## config.mk

```make
export PLATFORM = sky130hd
export DESIGN_NAME = control_cmd_watchdog_tx_flat
export DESIGN_NICKNAME = d
export VERILOG_FILES = /design/src/rtl/control_cmd_watchdog_tx_pkg.sv /design/src/rtl/control_cmd_watchdog_tx_if.sv /design/src/rtl/control_cmd_watchdog_tx_tick_interval_counter.sv /design/src/rtl/control_cmd_watchdog_tx.sv /design/src/flat_wrapper.sv
export SDC_FILE = /design/constraint.sdc
export NUM_CORES = 1
export LEC_CHECK = 0
export CAP_MARGIN = 20
export CORE_MARGIN = 8
export CORE_UTILIZATION = 49
export DETAILED_ROUTE_END_ITERATION = 8
export PLACE_DENSITY = 0.85
export SYNTH_ARGS = -nofsm -noshare
export SYNTH_HDL_FRONTEND = slang
export SYNTH_SLANG_ARGS = --single-unit
export TNS_END_PERCENT = 5
```

## constraint.sdc

```tcl
create_clock -name clk -period 1.8 [get_ports clk]
set_input_delay 0.45 -clock clk [delete_from_list [all_inputs] [get_ports clk]]
set_output_delay 0.45 -clock clk [all_outputs]
set_load 0.05 [all_outputs]
```

## src/rtl/control_cmd_watchdog_tx_pkg.sv

```systemverilog
// Shared parameters and state encoding for the watchdog signature transmitter.
// Pure declarations: no latency, no flow control.
package control_cmd_watchdog_tx_pkg;

    localparam int WATCHDOG_SIGNATURE_BITS = 32;
    localparam logic [WATCHDOG_SIGNATURE_BITS-1:0] WATCHDOG_SIGNATURE_PATTERN = 32'hDEADBEEF;
    localparam int WATCHDOG_HEARTBEAT_TICKS = 4;

    typedef enum logic [1:0] {
        WDT_TX_IDLE,
        WDT_TX_SEND,
        WDT_TX_DONE
    } wdt_tx_state_t;

endpackage

```

## src/rtl/control_cmd_watchdog_tx_if.sv

```systemverilog
// Byte stream link carrying the signature from transmitter to a byte sink.
// The master holds tx_data/tx_valid steady until the slave raises tx_ready.
interface control_cmd_watchdog_tx_if;

    logic [7:0] tx_data;
    logic       tx_valid;
    logic       tx_ready;

    modport master (output tx_data, output tx_valid, input tx_ready);
    modport slave  (input tx_data, input tx_valid, output tx_ready);

endinterface

```

## src/rtl/control_cmd_watchdog_tx_tick_interval_counter.sv

```systemverilog
// Tick-gated modulo counter; terminal is combinational in the tick cycle that wraps it.
// No flow control: counting freezes while en=0, clear wins over counting.
module control_cmd_watchdog_tx_tick_interval_counter #(
    parameter int TICKS = 4
) (
    input  logic clk,
    input  logic reset,
    input  logic clear,
    input  logic en,
    input  logic tick,
    output logic terminal
);

    localparam int CW = (TICKS > 1) ? $clog2(TICKS) : 1;

    logic [CW-1:0] cnt;

    assign terminal = en && tick && (cnt == CW'(TICKS - 1));

    always_ff @(posedge clk) begin
        if (reset || clear) begin
            cnt <= '0;
        end else if (en && tick) begin
            cnt <= terminal ? '0 : cnt + 1'b1;
        end
    end

endmodule

```

## src/rtl/control_cmd_watchdog_tx.sv

```systemverilog
// Sends the watchdog signature MSB byte first, on heartbeat expiry or send_now; first byte 1 clk after request.
// Bytes wait on tx_ready without changing; requests arriving mid-frame coalesce into one follow-up frame.
module control_cmd_watchdog_tx #(
    parameter int WATCHDOG_SIGNATURE_BITS = control_cmd_watchdog_tx_pkg::WATCHDOG_SIGNATURE_BITS,
    parameter logic [WATCHDOG_SIGNATURE_BITS-1:0] WATCHDOG_SIGNATURE_PATTERN =
        control_cmd_watchdog_tx_pkg::WATCHDOG_SIGNATURE_PATTERN,
    parameter int HEARTBEAT_TICKS = control_cmd_watchdog_tx_pkg::WATCHDOG_HEARTBEAT_TICKS,
    parameter int _UNUSED = 0
) (
    input  logic                       clk,
    input  logic                       reset,
    input  logic                       tick,
    input  logic                       auto_en,
    input  logic                       send_now,
    control_cmd_watchdog_tx_if.master  tx,
    output logic                       busy,
    output logic                       frame_done
);

    import control_cmd_watchdog_tx_pkg::*;

    localparam int NBYTES = WATCHDOG_SIGNATURE_BITS / 8;
    localparam int IW     = (NBYTES > 1) ? $clog2(NBYTES) : 1;

    if ((WATCHDOG_SIGNATURE_BITS < 8) || (WATCHDOG_SIGNATURE_BITS % 8 != 0)) begin : g_bad_bits
        $error("WATCHDOG_SIGNATURE_BITS must be a positive multiple of 8");
    end
    if (HEARTBEAT_TICKS < 1) begin : g_bad_ticks
        $error("HEARTBEAT_TICKS must be at least 1");
    end

    function automatic logic [7:0] sig_byte(input int k);
        return WATCHDOG_SIGNATURE_PATTERN[8*(NBYTES-1-k) +: 8];
    endfunction

    wdt_tx_state_t  state;
    logic [IW-1:0]  idx;
    logic           pending;
    logic           hb_fire;
    logic           start_req;
    logic           idle;

    assign idle      = (state == WDT_TX_IDLE);
    assign start_req = send_now || hb_fire || pending;

    // The heartbeat only advances while idle, so it can never fire mid-frame.
    control_cmd_watchdog_tx_tick_interval_counter #(
        .TICKS (HEARTBEAT_TICKS)
    ) u_heartbeat (
        .clk      (clk),
        .reset    (reset),
        .clear    (idle && start_req),
        .en       (auto_en && idle),
        .tick     (tick),
        .terminal (hb_fire)
    );

    always_ff @(posedge clk) begin
        if (reset) begin
            state       <= WDT_TX_IDLE;
            tx.tx_data  <= 8'h00;
            tx.tx_valid <= 1'b0;
            busy        <= 1'b0;
            frame_done  <= 1'b0;
            idx         <= '0;
            pending     <= 1'b0;
        end else begin
            frame_done <= 1'b0;
            case (state)
                WDT_TX_IDLE: begin
                    if (start_req) begin
                        state       <= WDT_TX_SEND;
                        tx.tx_valid <= 1'b1;
                        tx.tx_data  <= sig_byte(0);
                        idx         <= '0;
                        busy        <= 1'b1;
                        pending     <= 1'b0;
                    end
                end
                WDT_TX_SEND: begin
                    if (send_now) pending <= 1'b1;
                    if (tx.tx_valid && tx.tx_ready) begin
                        if (idx == IW'(NBYTES - 1)) begin
                            state       <= WDT_TX_DONE;
                            tx.tx_valid <= 1'b0;
                            tx.tx_data  <= 8'h00;
                            busy        <= 1'b0;
                            frame_done  <= 1'b1;
                        end else begin
                            idx        <= idx + 1'b1;
                            tx.tx_data <= sig_byte(int'(idx) + 1);
                        end
                    end
                end
                WDT_TX_DONE: begin
                    if (send_now) pending <= 1'b1;
                    state <= WDT_TX_IDLE;
                end
                default: begin
                    state       <= WDT_TX_IDLE;
                    tx.tx_valid <= 1'b0;
                    tx.tx_data  <= 8'h00;
                    busy        <= 1'b0;
                end
            endcase
        end
    end

endmodule

```

## src/flat_wrapper.sv

```systemverilog
// flat-port wrapper written by rule: the top's interface ports become plain ports
module control_cmd_watchdog_tx_flat import control_cmd_watchdog_tx_pkg::*;
#(
    parameter int WATCHDOG_SIGNATURE_BITS = control_cmd_watchdog_tx_pkg::WATCHDOG_SIGNATURE_BITS,
    parameter logic [WATCHDOG_SIGNATURE_BITS-1:0] WATCHDOG_SIGNATURE_PATTERN =
        control_cmd_watchdog_tx_pkg::WATCHDOG_SIGNATURE_PATTERN,
    parameter int HEARTBEAT_TICKS = control_cmd_watchdog_tx_pkg::WATCHDOG_HEARTBEAT_TICKS,
    parameter int _UNUSED = 0
)
  (clk, reset, tick, auto_en, send_now, busy, frame_done, tx_tx_data, tx_tx_valid, tx_tx_ready);
  control_cmd_watchdog_tx_if tx_i ();
  input  logic clk;
  input  logic reset;
  input  logic tick;
  input  logic auto_en;
  input  logic send_now;
  output logic busy;
  output logic frame_done;
  output wire logic [$bits(tx_i.tx_data)-1:0] tx_tx_data;
  output wire logic [$bits(tx_i.tx_valid)-1:0] tx_tx_valid;
  input wire logic [$bits(tx_i.tx_ready)-1:0] tx_tx_ready;
  assign tx_tx_data = tx_i.tx_data;
  assign tx_tx_valid = tx_i.tx_valid;
  assign tx_i.tx_ready = tx_tx_ready;
  control_cmd_watchdog_tx #(.WATCHDOG_SIGNATURE_BITS(WATCHDOG_SIGNATURE_BITS), .WATCHDOG_SIGNATURE_PATTERN(WATCHDOG_SIGNATURE_PATTERN), .HEARTBEAT_TICKS(HEARTBEAT_TICKS), ._UNUSED(_UNUSED)) u_core (.clk(clk), .reset(reset), .tick(tick), .auto_en(auto_en), .send_now(send_now), .tx(tx_i), .busy(busy), .frame_done(frame_done));
endmodule
```

* Yosys cells after proc, flatten, opt, wreduce, memory -nomap -nowiden
Cells that the tools add are included.
Widths: inputs -> output; s select.
** Operators by class
- Add/subtract/negate cells :: 4
- Eq/ne operators :: 9
- Shift-type cells :: 1
- Muxes and demuxes :: 21
- Bitwise gates (word level) :: 3
- Reductions and logical operators :: 18
** Operators with widths (number)
- $shiftx 32x32->8 const A :: 1
- $sub 3x29->29 const A :: 1
- $mux 8 :: 3
- $pmux 8 s3 :: 1
- $mux 2 :: 7
- $reduce_and 3->1 :: 3
- $ne 2x1->1 const B :: 4
- $pmux 2 s2 :: 2
- $reduce_and 4->1 :: 2
- $eq 2x2->1 const B :: 3
- $mux 1 :: 6
- $logic_and 1x1->1 :: 5
- $add 2x1->2 const B :: 2
- $reduce_bool 2->1 :: 2
- $add 2x1->3 const B :: 1
- $logic_or 1x1->1 :: 3
- $not 1->1 :: 3
- $pmux 1 s3 :: 1
- $reduce_or 3->1 :: 1
- $eq 2x1->1 const B :: 1
- $logic_not 2->1 :: 1
- $ne 2x2->1 const B :: 1
- $pmux 1 s2 :: 1
- $reduce_or 2->1 :: 1
** Word-level totals
- Flip-flop bits (word level) :: 17
- Input port bits :: 6
- Output and inout port bits :: 11
- Word-level logic and storage cells :: 63

* Depth between registers and ports, before layout
- Depth in word-level cells :: 8
- Mapped depth :: 7

* Modules after synthesis
Synthesis repeated with hierarchy kept, for this count alone.
** Second synthesis, totals
- Cells, all modules :: 96
- Area, all modules :: 894.6 µm²
** Modules (own cells, without submodules)
- control_cmd_watchdog_tx :: times used 1, cells an instance 85, area each 782.0 µm², seq. area each 260.2 µm²
- control_cmd_watchdog_tx_tick_interval_counter :: times used 1, cells an instance 11, area each 112.6 µm², seq. area each 40.0 µm²

* Least setup slack after synthesis
Ideal clock, no wire load.
- Kind :: register to register
- Start :: register u_core.state[1]
- End :: register u_core.state[0]
- Setup time :: 131 ps
- Data arrival time :: 1520 ps
- Slack :: 149 ps
- Cell stages (with the launch flop) :: 8
- Path buffers :: 1
- Cells stage by stage :: dfxtp_1 inv_1 ha_1 buf_6 a21boi_2 a211oi_1 mux2i_1 nor2_1
** On the way
- Longest elaborated chain between the ends :: 8
- Elaborated cells on any way between the ends :: 12
- Classes of those cells :: 4 x eq/ne; 1 x mux; 7 x reduce/logical
** Ends and longest elaborated chain
- start, declared :: RTL line control_cmd_watchdog_tx.sv:36 : wdt_tx_state_t state;
- start signal, assigned :: RTL line control_cmd_watchdog_tx.sv:60 : state <= WDT_TX_IDLE;
- start signal, assigned :: RTL line control_cmd_watchdog_tx.sv:72 : state <= WDT_TX_SEND;
- start signal, assigned :: RTL line control_cmd_watchdog_tx.sv:84 : state <= WDT_TX_DONE;
- $logic_not 2->1 :: RTL line control_cmd_watchdog_tx.sv:43, control_cmd_watchdog_tx.sv:69
- $logic_and 1x1->1 :: RTL line control_cmd_watchdog_tx.sv:53 : .en (auto_en && idle),
- $logic_and 1x1->1 (2 in a row) :: RTL line control_cmd_watchdog_tx_tick_interval_counter.sv:18 : assign terminal = en && tick && (cnt == CW'(TICKS - 1));
- $logic_or 1x1->1 (2 in a row) :: RTL line control_cmd_watchdog_tx.sv:44 : assign start_req = send_now || hb_fire || pending;
- $ne 2x1->1 (no line)
- $reduce_and 3->1 (no line)
Parallel ways exist; a longest one is shown, timed or not.
A chain may end at the register's enable or synchronous reset.

* Final worst setup path
- Start :: register u_core.state[1]
- End :: register u_core.tx.tx_data[5]
** On the way
- Longest elaborated chain between the ends :: 8
- Elaborated cells on any way between the ends :: 13
- Classes of those cells :: 4 x eq/ne; 1 x mux; 1 x bitwise; 7 x reduce/logical
** Ends and longest elaborated chain
- $logic_not 2->1 (*) :: RTL line control_cmd_watchdog_tx.sv:43 : assign idle = (state == WDT_TX_IDLE);
- named net u_core.idle :: RTL line control_cmd_watchdog_tx.sv:41 : logic idle;
- $logic_and 1x1->1 :: RTL line control_cmd_watchdog_tx.sv:53
- $logic_and 1x1->1 (2 in a row) :: RTL line control_cmd_watchdog_tx_tick_interval_counter.sv:18
- $logic_or 1x1->1 (2 in a row) :: RTL line control_cmd_watchdog_tx.sv:44
- $ne 2x1->1 (no line)
- $reduce_and 3->1 (no line)
- end signal, assigned :: RTL line control_cmd_watchdog_tx.sv:74 : tx.tx_data <= sig_byte(0);
- end signal, assigned :: RTL line control_cmd_watchdog_tx.sv:91 : tx.tx_data <= sig_byte(int'(idx) + 1);
- end, declared :: RTL line control_cmd_watchdog_tx_if.sv:9 : modport master (output tx_data, output tx_valid, input tx_ready);
The timed path passes the listed nets; every way through them passes the cells marked *.

==> impl_results.md <==
* Design Power at 1840 uW
* HP Start: u_core.u_heartbeat.cnt[1]$_SDFFE_PP0P_
* Wire per inst at between 15 and 20 um
* Starting density of the core at 0.513
* Largest family of logic cells by synthesized area: simple AND/OR/NAND/NOR gates
* Post-synth EDFFs at 0
* Die width at slightly below 60 um
* Clk root buf: clkbuf_4
* Post-synthesis sequential area ratio at 0.347
* CTS tree: built
* Clock transition at path regs at about 0.090 ns
* Core Region at between 1500 and 2000 um2
* Max-slew violations at 0
* Ys async rst share at 0
* First-pass GRT wire length at roughly 3700 um
* Dominant cells by area after synthesis: dfxtp_1, ha_1, nor2_1
* Slew Limit Headroom at 0.763
* CTS Buf Count at 3
* Clock insertion delay at the later pin of the skew report at ~0.29 ns
* Fmax at ~600 MHz
* Period minus WS final at between 1.5 and 2 ns
* Met2 global-route usage at 0.221
* DIE HEIGHT at a little under 60 um
* Predominant post-synthesis flop cell: dfxtp_1
* Post-route ant nets at 0
* Largest net degree at the start of global routing at 10
* Count leader, synth: dfxtp_1
* PwrDens at between 1500 and 2000 nW/um2
* Crit Path Class: flop to flop
* Worst slew pin tran at around 0.35 ns
* Synthesized Nets at between 100 and 150
* Post-Syn Area per Cell at between 9 and 10 um2
* Post-synthesis simple-gate area fraction at 0.224
* Yosys reg bits at 15
* Remaining Overflow, GRT at 0
* Synth Area in Compound Gates at 0.194
* Synth cell count leaders: dfxtp_1, nor2_1, ha_1
* Vias at approximately 790
* Synth Area in Adders at 0.130
* Area Overhead vs Synth at 26.9%
* Register area at roughly 300 um2
* RSZ-0062 raised after global routing: true
* Status: completed
* Slowest cell delay on critical path at 0.38 ns
* Gr busiest metal: met2
* Final Skew at approximately 0.0013 ns
* CP cell instances: inv_2 > ha_2 > nor3b_4 > a211oi_4 > or3b_1 > o41ai_1
* Vias in the first global route at approximately 780
* Area of the die at roughly 3400 um2
* GP Congestion at roughly 0.78
* Critical R2R Launch: u_core.state[1]$_SDFFE_PP0P_
* Crit share post-route at 0.947
* Fin nets at ~130
* CP Launch Type: flop
* Synthesized area at between 800 and 900 um2
* Worst Path Max Fanout at 8
* Fill count at between 100 and 150
* Library cells used by synthesis at 32
* DR DRC count at 0
* Max Cap Violations at 0
* GRT Util Overall at 0.139
* Data required, critical path at roughly 2 ns
* Post-synth top area cell: dfxtp_1
* Hold buffers post-CTS at 0
* Top-area cell type share of the netlist area at 0.347
* FP Rows at 15
* Mux contribution to synthesized area at 0.0231
* # port buffers at 16
* HP Class: flop to flop
* Count of final setup violators at 0
* Ys Warns at 0
* Fraction of layout instances using a drive strength above 1 at 0.299
* Final wirelength at 2200 um
* H-tree Lvls at 1
* Nature of the critical path endpoint: flop
* Vias per cell at around 6
* Static Leak at 0.000470 uW
* Post-Syn Instances at 92
* DR iter-0 viols at 36
* Critical Path AT at approximately 1.9 ns
* Hpwl dp at ~1600 um
* Drt first pass iters at 4
* Initial antenna violation count at 0
* Post-Synth XOR/XNOR Area at 0
* Multi-input logic area at 512 um2
* CTS Sinks at 15
* Slowest CP cell: or3b_1
* Fin util at 0.650
* Crit path launch: u_core.state[1]$_SDFFE_PP0P_
* Hold Fails Final Rpt at 0
* Maximum buffer depth of the clock tree at 2
* Met1 Usage GRT at 0.161
* Ports at 17
* Antenna Cells at 0
* M3 GR Usage at 0.0419
* VDD IR max at between 0.0007 and 0.0008 V
through the flow:
| step | instances | setup slack [ns] | hold WS (ns) | TNS (ns) | area [um2] |
|---|---|---|---|---|---|
| 2_1_floorplan | 92 | 0.149 | 0.461 | 0 | 866 |
| 3_3_place_gp | 129 | -0.0955 | 0.473 | -0.638 | 1050 |
| 3_5_place_dp | 129 | -0.193 | 0.487 | -1.21 | 1050 |
| 4_1_cts | 133 | 0.00840 | 0.510 | 0 | 1080 |
| 5_1_grt | 134 | -0.0276 | 0.538 | -0.0276 | 1100 |
| 6_report | 134 | 0.0949 | 0.507 | 0 | 1100 |
where the power goes:
group | total, uW | leakage [uW] | internal [uW] | switching, uW
registers | 499 | 0.000123 | 416 | 82.3
logic | 1140 | 0.000329 | 446 | 697
clock network | 199 | 0.0000177 | 82.8 | 116
total | 1840 | 0.000470 | 945 | 895
sequential cells by signal, summed over array words and instances (netlist names):
register	flops
u_core.busy	1
u_core.idx	2
u_core.u_heartbeat.cnt	2
u_core.tx.tx_data	6
u_core.frame_done	1
u_core.state	2
u_core.pending	1
kinds of logic after synthesis:
kind of cell    after synthesis
fa+ha+maj                     9
compound gates               20
mux                           2
simple gates                 34
flops                        15
buf+inv                      12
area by class of cell:
| class | instances | area share |
|---|---|---|
| inverter | 6 | 0.0205 |
| clock buffer | 3 | 0.0205 |
| sequential | 15 | 0.273 |
| clock inverter | 1 | 0.00456 |
| timing repair buffer | 27 | 0.196 |
| tap | 17 | 0.0194 |
| multi-input combinational | 65 | 0.466 |
layer usage:
layer | vias to the layer above | share of wire
li1 | 369 | -
met4 | 0 | 0.033
met5 | - | 0
met1 | 377 | 0.42
met2 | 32 | 0.48
met3 | 9 | 0.062
final timing paths:
check | end | slack, ns | cells past startpoint
setup reg to reg | u_core.tx.tx_data[5]$_SDFFE_PP0P_ | 0.09 | 6
hold reg to reg | u_core.u_heartbeat.cnt[1]$_SDFFE_PP0P_ | 0.51 | 2
setup / recovery | u_core.tx.tx_data[5]$_SDFFE_PP0P_ | 0.09 | 6
hold / removal | u_core.u_heartbeat.cnt[1]$_SDFFE_PP0P_ | 0.51 | 2
placed cells by master, fill, tap and decap left out, types with 2 or more instances in the layout:
cell type | netlist | layout
dfxtp_1 | 15 | 15
a21oi_1 | 6 | 6
nor2b_1 | 2 | 2
nor3_1 | 3 | 3
nand4b_1 | 2 | 2
o21ai_0 | 3 | 3
a211oi_1 | 3 | 3
nor4_1 | 2 | 2
mux2i_1 | 2 | 2
ha_2 | 0 | 2
nor2_1 | 12 | 12
ha_1 | 9 | 7
clkdlybuf4s50_1 | 0 | 5
buf_4 | 3 | 22
clkbuf_4 | 0 | 3
inv_1 | 6 | 5
nand2_1 | 2 | 2
nand3_1 | 3 | 2
nand2b_1 | 2 | 2
critical path, delay by kind of cell (launching register included):
kind,cells,cell delay (ns)
AO/OA/AOI/OAI,2,0.23
AND/OR/NAND/NOR,2,0.68
buffers and inverters,1,0.11
adder cells (fa/ha/maj),1,0.23
flip-flops,1,0.34
repair_timing:
action,4_1_cts,5_1_grt
hold endpoints to repair,0,0
setup endpoints to repair,1,8
gates cloned,0,0
setup buffers,0,1
pin swaps,0,1
gates resized for setup,1,4
(Power assumes the default switching activity.)
